<file path="config.mk">
export PLATFORM = sky130hd
export DESIGN_NAME = fetch_unit
export DESIGN_NICKNAME = d
export VERILOG_FILES = /design/src/rtl/fetch_unit.sv
export SDC_FILE = /design/constraint.sdc
export NUM_CORES = 1
export LEC_CHECK = 0
export ABC_AREA = 0
export CAP_MARGIN = 20
export CORE_MARGIN = 2
export CORE_UTILIZATION = 52
export DETAILED_ROUTE_END_ITERATION = 12
export MAX_ROUTING_LAYER = met4
export PLACE_DENSITY = 0.82
export SYNTH_ARGS = -nofsm -noshare
export SYNTH_HDL_FRONTEND = slang
export SYNTH_SLANG_ARGS = --single-unit
</file>
<file path="constraint.sdc">
create_clock -name clk -period 9.9 [get_ports clk]
set_input_delay 1.98 -clock clk [delete_from_list [all_inputs] [get_ports clk]]
set_output_delay 1.98 -clock clk [all_outputs]
set_load 0.01 [all_outputs]
</file>
<file path="src/rtl/fetch_unit.sv">
// fetch_unit: mini-MIPS instruction fetch stage with single-outstanding imem read, redirect flush and timeout.
module fetch_unit #(
  parameter int unsigned TIMEOUT_CYCLES = 255
) (
  input  logic        clk,
  input  logic        reset,
  input  logic [31:0] pc_i,
  output logic [31:0] next_pc_o,
  output logic        imem_req_o,
  output logic [31:0] imem_addr_o,
  input  logic        imem_rvalid_i,
  input  logic [31:0] imem_rdata_i,
  input  logic        redirect_valid_i,
  input  logic [31:0] redirect_target_i,
  input  logic        id_ready_i,
  output logic        if_valid_o,
  output logic [31:0] if_instr_o,
  output logic [31:0] if_pc_o,
  output logic        fetch_err_o
);
  typedef enum logic [2:0] {IDLE, REQ, HOLD, DRAIN, ERR} state_t;
  localparam logic [15:0] TMAX = 16'(TIMEOUT_CYCLES - 1);
  state_t state_q, state_d;
  logic        if_valid_q, if_valid_d, err_q;
  logic [31:0] if_instr_q, if_instr_d, if_pc_q, if_pc_d;
  logic [31:0] pend_instr_q, pend_instr_d, pend_pc_q, pend_pc_d;
  logic [15:0] cnt_q, cnt_d;
  logic        slot_free;
  assign slot_free   = !if_valid_q || id_ready_i;
  assign imem_req_o  = state_q == REQ;
  assign imem_addr_o = pc_i;
  assign if_valid_o  = if_valid_q;
  assign if_instr_o  = if_instr_q;
  assign if_pc_o     = if_pc_q;
  assign fetch_err_o = err_q;
  always_comb begin
    state_d      = state_q;
    next_pc_o    = pc_i;
    cnt_d        = '0;
    if_valid_d   = if_valid_q && !id_ready_i;
    if_instr_d   = if_instr_q;
    if_pc_d      = if_pc_q;
    pend_instr_d = pend_instr_q;
    pend_pc_d    = pend_pc_q;
    if (state_q == ERR) begin
      if_valid_d = 1'b0;
    end else if (redirect_valid_i) begin
      if_valid_d = 1'b0;
      if (redirect_target_i[1:0] != 2'b00) begin
        state_d = ERR;
      end else begin
        next_pc_o = redirect_target_i;
        // a request still in flight must be swallowed before refetching
        state_d   = ((state_q == REQ || state_q == DRAIN) && !imem_rvalid_i) ? DRAIN : REQ;
        cnt_d     = (state_q == DRAIN && state_d == DRAIN) ? cnt_q + 16'd1 : '0;
      end
    end else begin
      unique case (state_q)
        IDLE: state_d = REQ;
        REQ, DRAIN: begin
          if (imem_rvalid_i) begin
            if (state_q == DRAIN) begin
              state_d = REQ;
            end else if (slot_free) begin
              if_valid_d = 1'b1;
              if_instr_d = imem_rdata_i;
              if_pc_d    = pc_i;
              next_pc_o  = pc_i + 32'd4;
            end else begin
              pend_instr_d = imem_rdata_i;
              pend_pc_d    = pc_i;
              state_d      = HOLD;
            end
          end else if (cnt_q >= TMAX) begin
            state_d    = ERR;
            if_valid_d = 1'b0;
          end else begin
            cnt_d = cnt_q + 16'd1;
          end
        end
        HOLD: begin
          if (if_valid_q && id_ready_i) begin
            if_valid_d = 1'b1;
            if_instr_d = pend_instr_q;
            if_pc_d    = pend_pc_q;
            next_pc_o  = pc_i + 32'd4;
            state_d    = REQ;
          end
        end
        default: ;
      endcase
    end
  end
  always_ff @(posedge clk or posedge reset) begin
    if (reset) begin
      state_q      <= IDLE;
      err_q        <= 1'b0;
      if_valid_q   <= 1'b0;
      if_instr_q   <= '0;
      if_pc_q      <= '0;
      pend_instr_q <= '0;
      pend_pc_q    <= '0;
      cnt_q        <= '0;
    end else begin
      state_q      <= state_d;
      err_q        <= state_d == ERR;
      if_valid_q   <= if_valid_d;
      if_instr_q   <= if_instr_d;
      if_pc_q      <= if_pc_d;
      pend_instr_q <= pend_instr_d;
      pend_pc_q    <= pend_pc_d;
      cnt_q        <= cnt_d;
    end
  end
endmodule

</file>
Yosys cells after proc, flatten, opt, wreduce, memory -nomap -nowiden
Index checks and enable logic that the tools add are counted.

cells by class
  add/sub/neg operators = 2
  $lt $le $gt $ge = 1
  equality and inequality tests = 10
  multiplexer cells = 43
  bitwise logic cells = 4
  reduce and logical (&&, ||, !) cells = 15

operator list
  cell                   count
  $mux 32                15
  $pmux 32 s2            3
  $mux 16                7
  $add 32x3->32 const B  1
  $mux 3                 8
  $add 16x1->16 const B  1
  $ge 16x8->1 const B    1
  $pmux 3 s3             1
  $ne 2x2->1 const B     4
  $mux 1                 7
  $reduce_and 7->1       1
  $eq 3x2->1 const B     2
  $eq 3x3->1 const B     2
  $reduce_and 6->1       1
  $logic_and 1x1->1      4
  $not 1->1              4
  $reduce_bool 2->1      2
  $eq 3x1->1 const B     1
  $logic_not 1->1        3
  $logic_not 3->1        1
  $eq 2x2->1 const B     1
  $logic_or 1x1->1       2
  $mux 2                 1
  $pmux 1 s2             1
  $reduce_or 2->1        1

word-level totals
  register bits after elaboration = 149
  input bits = 101
  output and inout bits = 131
  word-level logic and storage cells = 83

Depth between registers and ports, before layout
Gate-level depths: netlist (run 1).

  depth after elaboration = 10
  mapped depth = 8
  mapped depth without buffers = 7

Worst setup path before layout (run 1)
No wires, ideal clock.

  kind = input to output
  from = input port pc_i[2]
  to = output port next_pc_o[22]
  arrival time = 3.547 ns
  required time = 7.920 ns
  setup slack = 4.373 ns
  cell stages on the path = 6
  path buffers = 0
  cells stage by stage = ha_1 -> nand3_1 -> or3_4 -> nor4b_4 -> a311oi_1 -> a311oi_1

on the way
  word-level cells in the longest chain between the ends = 7
  elaborated cells between the ends (all ways) = 8
  classes of those cells = add/sub: 1; mux: 7

RTL lines
  element            RTL line  text
  from (decl)        7         input logic [31:0] pc_i,
  $add 32x3->32 (*)  68, 86
  $mux 32            64        end else if (slot_free) begin
  $mux 32            62        if (state_q == DRAIN) begin
  $mux 32            61        if (imem_rvalid_i) begin
  $pmux 32 s2 (*)    58        unique case (state_q)
  $mux 32 (*)        47        end else if (redirect_valid_i) begin
  $mux 32 (*)        45        if (state_q == ERR) begin
  to (decl)          8         output logic [31:0] next_pc_o,

Mark *: on every way between the ends. The rest lies on a longest branch, timed or not.

Worst setup path after layout (run 1)
  from = input port id_ready_i
  to = output port next_pc_o[28]

on the way
  word-level cells in the longest chain between the ends = 7
  elaborated cells between the ends (all ways) = 9
  classes of those cells = mux: 7; reduce/logical: 2

RTL lines
  element           RTL line  text
  from (decl)       15        input logic id_ready_i,
  $logic_or 1x1->1  29        assign slot_free = !if_valid_q || id_ready_i;
  $mux 32           64
  $mux 32           62
  $mux 32           61
  $pmux 32 s2 (*)   58
  $mux 32 (*)       47
  $mux 32 (*)       45

Marked as above.

==> metrics, run 1 <==
Root Buffer=clkbuf_16; RSZ-0062 raised after global routing=false; syn_area_per_cell=9.76 sq um; Nets=1113; worst slew pin tran=between 1 and 1.5 ns; Reg clk slew, reported paths=about 0.06 ns; max-slew violations=0; post-DP HPWL=between 15000 and 20000 microns; Yosys cell types=69; GPL Wtd Cong=0.928; synth warn=0; Cells after DPL=1200; routed vias=7214; ys async rst share=100%; CP peak stage delay=0.62 ns; maximum clock frequency=roughly 0.14 GHz; layout cells sized above 1=11.3%; Seq/Total Area, Yosys=45.7%; Pre-antenna DRT Iters=5; number of diodes=0; clk_skew=0.00896 ns; worst rel slew slack=27.7%; CP Launch Type=input port; I/O pins=232; hold_ws=0.476 ns; Mapped Cells=836; Setup Fix Bufs, Post-CTS=0; # hold bufs at CTS=0; drt total wl=approximately 24000 microns; core box area=~15000 sq um; clock sinks=~150; most frequent cells in the layout=clkdlybuf4s50_1, dfrtp_1, nand2_1, o21ai_0, mux2i_1; Slowest-stage cell, CP=clkdlybuf4s50_1; CTS tree=done; first-pass GRT wire length=36600 microns; top sig layer=met4; Worst VDD drop=0.128 mV; Die Area=roughly 17000 sq um; M1 wire length=9660 microns; H-tree lvl count=4; CP Cell Sequence=clkdlybuf4s50_1 -> nand4b_1 -> o32ai_2 -> buf_4 -> nand2_4 -> buf_4 -> o31ai_1 -> a21o_1 -> clkdlybuf4s50_1; row count=45; Final Core Density=72.0%; Initial Util=53.4%; Die X=129 microns; total power=0.00209 W; Final Critical Period=7.14 ns; worst path bufs/invs=4; commonest non-fill, non-tap cell in the layout=clkdlybuf4s50_1; Vias per Instance=5.85; clock buffer depth=2; Post-Route Setup TNS=0 ns; #FFs+latches synth=149; fillcell total=roughly 1200; All-Layer GR Usage=29.4%; status=complete, no violations; Final ANT Viol Nets=0; worst min-delay path class=register to register; crit path capture type=output port; CP required=7.92 ns; critical path arrival=5.16 ns; global route overflow=0; Routed met2 length=approximately 11000 microns; number of enable flip-flop cells after synthesis=0; final setup fails=0; most common flop cell mapped by yosys=dfrtp_1; drt wl/cell=19.2 microns; post-CTS resize count=0; Crit path max-delay family=buffers and inverters; synth top area cells=dfrtp_1, mux2_2, mux2i_1; kind of critical path=input port to output port; Max FO, Critical Path=75; PortBufs=between 200 and 250; largest net degree at the start of global routing=91; pwr dens=between 150 and 200 nW/um^2; Worst-Skew Late Latency=0.43 ns; initial antenna violation count=0; DRC Markers=0; top-area cell type share of the netlist area=45.7%; Post-Syn Nets=940; Area growth, synth to finish=34.6%; Starting DRT DRC Count=572; vias in the first global route=between 6000 and 7000; Tcrit/Tclk final=72.1%; Max-cap violations=0; Post-Syn Area=roughly 8000 sq um; total CTS buffers=17; area leader, netlist=dfrtp_1; P_leak=between 4 and 5 nW; non-filler instance count after layout=between 1000 and 1500; met3 WL=around 1900 microns; Hold Vio Cnt, Final=0; Die Ht=129 microns
## worst register-to-register path, cell delays in order, from the launching register on
cell and delay [ns]:
dfrtp_1 0.57, or3b_1 0.62, nand2_1 0.32, nand2_4 0.59
buf_4 0.57, o21ai_0 0.22
## report_power, final
part,leakage [nW],switching (W),total [W],internal (W)
combinational,2.39,0.000279,0.000615,0.000337
sequential,1.99,0.0000712,0.000801,0.000730
clock,0.301,0.000287,0.000671,0.000384
## cells by family (layout without fill, tap and decap cells)
group | count (synthesis) | count (layout) | synth area share, %
AND/OR/NAND/NOR | 262 | 262 | 16.2
AO/OA/AOI/OAI | 191 | 191 | 14.3
flip-flops | 149 | 149 | 45.7
multiplexers | 117 | 117 | 15.2
buffers and inverters | 98 | 284 | 6.41
XOR/XNOR | 16 | 16 | 1.72
adder cells (fa/ha/maj) | 3 | 3 | 0.460
## synthesized netlist by cell type (all sizes together), types with 14 or more instances
cell / number
dfrtp: 149
nand3: 30
mux2: 56
clkbuf: 30
a21oi: 31
mux2i: 61
nor2: 49
buf: 55
o22ai: 14
and3: 14
o21ai: 94
nand2: 104
## final cells by class
cell class | count | area, sq um | share of cell area [%]
Multi-Input combinational cell | 589 | 3930 | 35.8
Sequential cell | 149 | 3730 | 34.0
Clock inverter | 15 | 189 | 1.72
Inverter | 13 | 53.8 | 0.490
Timing Repair Buffer | 239 | 2390 | 21.8
Tap cell | 211 | 264 | 2.40
Clock buffer | 17 | 425 | 3.87
## path summary, 6_finish.rpt
| path | startpoint | endpoint | slack, ns | cells after the start |
|---|---|---|---|---|
| max reg2reg | state_q[2]$_DFF_PP0_ | if_pc_o[20]$_DFFE_PP0P_ | 6.87 | 5 |
| max in group asynchronous | reset | pend_pc_q[7]$_DFFE_PP0P_ | 6.56 | 3 |
| min in group asynchronous | reset | pend_instr_q[13]$_DFFE_PP0P_ | 2.08 | 2 |
| max | id_ready_i | next_pc_o[28] | 2.76 | 9 |
| min | if_pc_o[31]$_DFFE_PP0P_ | if_pc_o[31]$_DFFE_PP0P_ | 0.48 | 2 |
| min reg2reg | if_pc_o[31]$_DFFE_PP0P_ | if_pc_o[31]$_DFFE_PP0P_ | 0.48 | 2 |
## state kept, by name (all words and copies together), names as in the netlist
| name | count |
|---|---|
| fetch_err_o | 1 |
| cnt_q | 16 |
| if_instr_o | 32 |
| if_valid_o | 1 |
| pend_instr_q | 32 |
| if_pc_o | 32 |
| pend_pc_q | 32 |
| state_q | 3 |
## per-stage QoR
step	instance area, sq um	setup WS, ns
CTS	11000	2.76
global route	11000	2.52
finish	11000	2.76
floorplan	8160	3.91
detailed placement	10300	2.78
global placement	10300	2.83
## per-layer routing
| metal | up-vias | global-route usage, % |
|---|---|---|
| li1 | 3319 | - |
| met1 | 3486 | 37.3 |
| met2 | 352 | 47.4 |
| met3 | 57 | 5.24 |
| met4 | 0 | 10.7 |
| met5 | - | - |
Power figures use the tool's default switching activity.
==> run 2: changes to the inputs <==
- CORE_UTILIZATION: 52 -> 49
- PLACE_DENSITY: 0.82 -> 0.78
- clock period: 9.9 -> 6.9 ns (I/O delays scaled with it)
==> run 2 against run 1 <==
Effect of this change: hold slack improved by 0.00057 ns; clock-buffer cell count did not move; global-route usage fell by 1.9 points; first-iteration DRC count shrank 1.4%; die area grew 5.9%; non-clock buffer count rose by 3; via count shrank 0.22%; clock skew rose by 0.0030 ns; register-to-register slack got worse by 3.1 ns; sequential share of layout area is 0.054 points lower; flip-flop and latch count is the same; critical endpoint is now next_pc_o[22]; largest power group unchanged; highest routed layer unchanged.
==> metrics, run 2 (synthesis gave the netlist of run 1 again) <==
status=complete, no violations; routed vias=7198; Hold Crit Depth=2; Comb power frac=29.8%; met1 Use GR=35.0%; Vias per Instance=5.77; Final ANT Viol Nets=0; Global Route met2 Usage=between 40% and 50%; sw power=0.000892 W; Max-cap violations=0; Initial Util=49.7%; critical path arrival=4.39 ns; first-pass GRT wire length=37000 microns; sequential power share=38.5%; Area growth, synth to finish=34.8%; Tcrit/Tclk final=a little over four fifths; Pre-antenna DRT Iters=5; final worst slack=1.13 ns; pwr dens=270 nW/um^2; Post-Route Setup TNS=0 ns; # hold bufs at CTS=0; Die Ht=133 microns; worst slack at placement=1.19 ns; placed cell area=10400 sq um; crit path capture type=output port; RSZ-0062 raised after global routing=false; worst min-delay path class=register to register; most used routing layer in global routing=met2; initial antenna violation count=2; commonest non-fill, non-tap cell in the layout=clkdlybuf4s50_1; Non-Filler Cell Area, Final=approximately 11000 sq um; Die Area=17700 sq um; I/O pins=232; post-DP HPWL=16500 microns; Worst-Skew Late Latency=0.42 ns; global route overflow=0; met3 GRT Util=6.48%; H-tree lvl count=4; CTS tree=done; largest net degree at the start of global routing=slightly above 90; most frequent cells in the layout=clkdlybuf4s50_1, dfrtp_1, nand2_1, o21ai_0, mux2i_1; DRC Markers=0; Clk pwr share=31.7%; final setup fails=0; post-CTS resize count=0; CP Launch Type=input port; Max FO, Critical Path=7; Hold Vio Cnt, Final=0; kind of critical path=input port to output port; GPL Wtd Cong=0.923; drt total wl=about 23000 microns; CP required=around 5.5 ns; PortBufs=231; worst slew pin tran=1.05 ns; Starting DRT DRC Count=between 500 and 600; Root Buffer=clkbuf_16; All-Layer GR Usage=27.5%; P_leak=roughly 4.7 nW; maximum clock frequency=0.173 GHz; drt wl/cell=18.8 microns; Pint=0.00207 W; Die X=133 microns; Reg clk slew, reported paths=around 0.060 ns; fillcell total=approximately 1300; worst-case reg-to-reg path depth=5; Setup Fix Bufs, Post-CTS=0; row count=47; layout cells sized above 1=11.5%; core box area=approximately 16000 sq um; max-slew violations=0; switch share=30.1%; Final Critical Period=5.77 ns; vias in the first global route=6891; clock buffer depth=2; worst rel slew slack=29.4%; clk_skew=0.0120 ns; Worst VDD drop=0.185 mV; total CTS buffers=17; clock sinks=149; Nets=1116
==> run 2: cell type report <==
class / instances / area, sq um / share of cell area, %
diodes: 2 / 5.00 / 0.0455
clock buffers: 17 / 425 / 3.87
clock inverters: 15 / 168 / 1.52
inverters: 13 / 53.8 / 0.489
multi-input cells: 589 / 3930 / 35.7
flip-flops and latches: 149 / 3730 / 33.9
well taps: 220 / 275 / 2.50
repair buffers: 242 / 2410 / 22.0
==> run 2: per-stage QoR <==
stage	hold slack [ns]	instances	utilization (%)	power [W]
after CTS	0.483	1244	66.8	0.00299
after floorplan	0.450	836	-	0.00148
after detailed placement	0.469	1212	63.2	0.00205
after global routing	0.497	1247	67.0	0.00312
after global placement	0.461	1212	63.2	0.00203
final	0.476	1247	67.0	0.00297
==> run 2: path summary, 6_finish.rpt <==
path                                    startpoint                            to  slack [ns]
max                                        pc_i[2]                 next_pc_o[22]        1.13
min                        if_pc_o[16]$_DFFE_PP0P_       if_pc_o[16]$_DFFE_PP0P_        0.48
min in group asynchronous                    reset  pend_instr_q[20]$_DFFE_PP0P_        1.51
min reg2reg                if_pc_o[16]$_DFFE_PP0P_       if_pc_o[16]$_DFFE_PP0P_        0.48
max in group asynchronous                    reset    if_instr_o[28]$_DFFE_PP0P_        4.13
max reg2reg                   state_q[2]$_DFF_PP0_    if_instr_o[17]$_DFFE_PP0P_        3.81
==> run 2: metal layers <==
metal / up-vias / wire [microns]
met5: - / 0
met4: 0 / 528
met3: 43 / 1930
met2: 352 / 11300
met1: 3483 / 9670
li1: 3320 / -
==> run 2: critical path, cell delays in order <==
cell and delay [ns]:
clkdlybuf4s50_1 0.60, ha_1 0.28, nand3_1 0.19, or3_4 0.45, nor4b_4 0.41, a311oi_1 0.16, a311oi_1 0.30, clkdlybuf4s50_1 0.61
==> run 2: power by group through the flow <==
stage / registers (W) / clock network [W] / logic (W)
2_1_floorplan: 0.00123 / 0 / 0.000252
3_3_place_gp: 0.00115 / 0 / 0.000878
3_5_place_dp: 0.00116 / 0 / 0.000889
4_1_cts: 0.00114 / 0.000958 / 0.000892
5_1_grt: 0.00117 / 0.000998 / 0.000953
6_report: 0.00114 / 0.000941 / 0.000883
==> run 3: changes to the inputs <==
- clock period: 6.9 -> 6 ns (I/O delays scaled with it)
==> run 3 against run 2 <==
Effect of this change: non-clock buffer count rose by 8; global-route usage rose by 0.31 points; hold slack improved by 0.00062 ns; critical path depth rose by 1; cell count rose by 0.64%; clock power rose by 16%; cell area rose by 0.42%; flip-flop and latch count did not move; combinational power rose by 16%; largest power group unchanged.
==> metrics, run 3 (synthesis gave the netlist of run 1 again) <==
post-DP HPWL=16600 microns; CP Launch Type=input port; P_leak=4.71 nW; crit path capture type=output port; worst path bufs/invs=3; sw power=0.00102 W; final setup fails=0; vias in the first global route=6842; worst min-delay path class=register to register; CP peak stage delay=0.63 ns; Non-Filler Cell Area, Final=approximately 11000 sq um; drt total wl=23600 microns; Max-cap violations=0; area of the multi-input gates=3930 sq um; CP Cell Sequence=clkdlybuf4s50_1 -> buf_4 -> ha_1 -> nand3_1 -> or3_4 -> nor4b_4 -> a311oi_1 -> a311oi_1 -> clkdlybuf4s50_1; sequential standard cell area=between 3000 and 4000 sq um; maximum clock frequency=0.184 GHz; Comb power frac=29.8%; Worst VDD drop=0.213 mV; Max FO, Critical Path=7; Die Area=17700 sq um; Starting DRT DRC Count=623; DRC Markers=0; Hold Vio Cnt, Final=0; first-pass GRT wire length=37300 microns; fillcell total=around 1300; Initial Util=49.7%; H-tree lvl count=4; Reg clk slew, reported paths=0.06 ns; placed cell area=10400 sq um; commonest non-fill, non-tap cell in the layout=clkdlybuf4s50_1; sequential power share=38.6%; Tcrit/Tclk final=about nine tenths; CTS tree=done; clk_skew=between 0.008 and 0.009 ns; post-CTS resize count=0; Vias per Instance=around 5.8; Clk pwr share=a little under a third; worst slew pin tran=between 1 and 1.5 ns; Pre-antenna DRT Iters=5; RSZ-0062 raised after global routing=false; Die X=133 microns; # hold bufs at CTS=0; clock sinks=between 100 and 150; I/O pins=232; CP required=4.80 ns; Crit path max-delay family=buffers and inverters; pwr dens=311 nW/um^2; PortBufs=231; status=complete, no violations; drt wl/cell=18.8 microns; Final Critical Period=around 5.4 ns; kind of critical path=input port to output port; Pint=~0.0024 W; routed vias=7314; critical path arrival=4.22 ns; Worst-Skew Late Latency=0.42 ns; largest net degree at the start of global routing=between 100 and 150; global route overflow=0; worst rel slew slack=29.7%; Final ANT Viol Nets=0; initial antenna violation count=2; Root Buffer=clkbuf_16; GPL Wtd Cong=0.920; Setup Fix Bufs, Post-CTS=0; total CTS buffers=17; core box area=16400 sq um; Area growth, synth to finish=35.4%; All-Layer GR Usage=~28%; switch share=29.8%; layout cells sized above 1=12.1%; Die Ht=~130 microns; Nets=1124; Post-Route Setup TNS=0 ns; clock buffer depth=2; most frequent cells in the layout=clkdlybuf4s50_1, dfrtp_1, nand2_1, o21ai_0, mux2i_1; row count=between 40 and 50; Slowest-stage cell, CP=clkdlybuf4s50_1; max-slew violations=0
[run 3: cell types whose count changed in the layout (fill, tap and decap cells not counted), sizes merged]
cell	delta
clkinvlp	+3
clkinv	-5
inv	-1
buf	+8
clkbuf	+3
[run 3: per-layer routing]
| layer | global-route usage, % | part of all wire, % | vias up |
|---|---|---|---|
| met2 | 43.0 | 48 | 381 |
| met3 | 4.37 | 8.3 | 58 |
| met1 | 36.9 | 41 | 3525 |
| li1 | - | - | 3350 |
| met4 | 11.1 | 2.9 | 0 |
| met5 | - | 0 | - |
[run 3: cell type report]
type                    count  share of cell area (%)
flip-flops and latches    149                    33.8
diodes                      2                  0.0453
clock inverters            12                    1.29
multi-input cells         589                    35.6
clock buffers              20                    4.14
repair buffers            250                    22.2
inverters                  13                   0.487
well taps                 220                    2.49
[run 3: worst paths after layout]
path,end,cells past startpoint,slack [ns],start
worst max-delay path,next_pc_o[22],9,0.58,pc_i[2]
worst min-delay path,if_pc_o[11]$_DFFE_PP0P_,2,0.48,if_pc_o[11]$_DFFE_PP0P_
worst max register to register,if_instr_o[6]$_DFFE_PP0P_,5,3.18,state_q[2]$_DFF_PP0_
worst min register to register,if_pc_o[11]$_DFFE_PP0P_,2,0.48,if_pc_o[11]$_DFFE_PP0P_
max in group asynchronous,pend_instr_q[30]$_DFFE_PP0P_,3,3.45,reset
min in group asynchronous,pend_instr_q[26]$_DFFE_PP0P_,2,1.37,reset
[run 3: power groups by stage]
stage / Combinational (W) / Sequential (W) / Clock, W
after CTS: 0.00103 / 0.00133 / 0.00110
after global routing: 0.00110 / 0.00135 / 0.00114
after detailed placement: 0.00103 / 0.00134 / 0
after floorplan: 0.000289 / 0.00142 / 0
after global placement: 0.00101 / 0.00133 / 0
final: 0.00102 / 0.00132 / 0.00109
[run 3: per-stage QoR]
step	power [W]	hold slack, ns	util, %	cells	worst slack [ns]
after floorplan	0.00171	0.450	-	836	0.792
after global placement	0.00234	0.461	63.6	1221	0.757
after detailed placement	0.00237	0.471	63.6	1221	0.732
after CTS	0.00346	0.485	67.3	1253	0.662
after global routing	0.00360	0.498	67.3	1255	0.550
final	0.00343	0.477	67.3	1255	0.578
[run 3: worst register-to-register path: stages, from the launching register on]
cell,delay [ns]
dfrtp_1,0.57
or3b_1,0.59
nand2_1,0.34
nand2_4,0.43
buf_4,0.53
o21ai_0,0.22
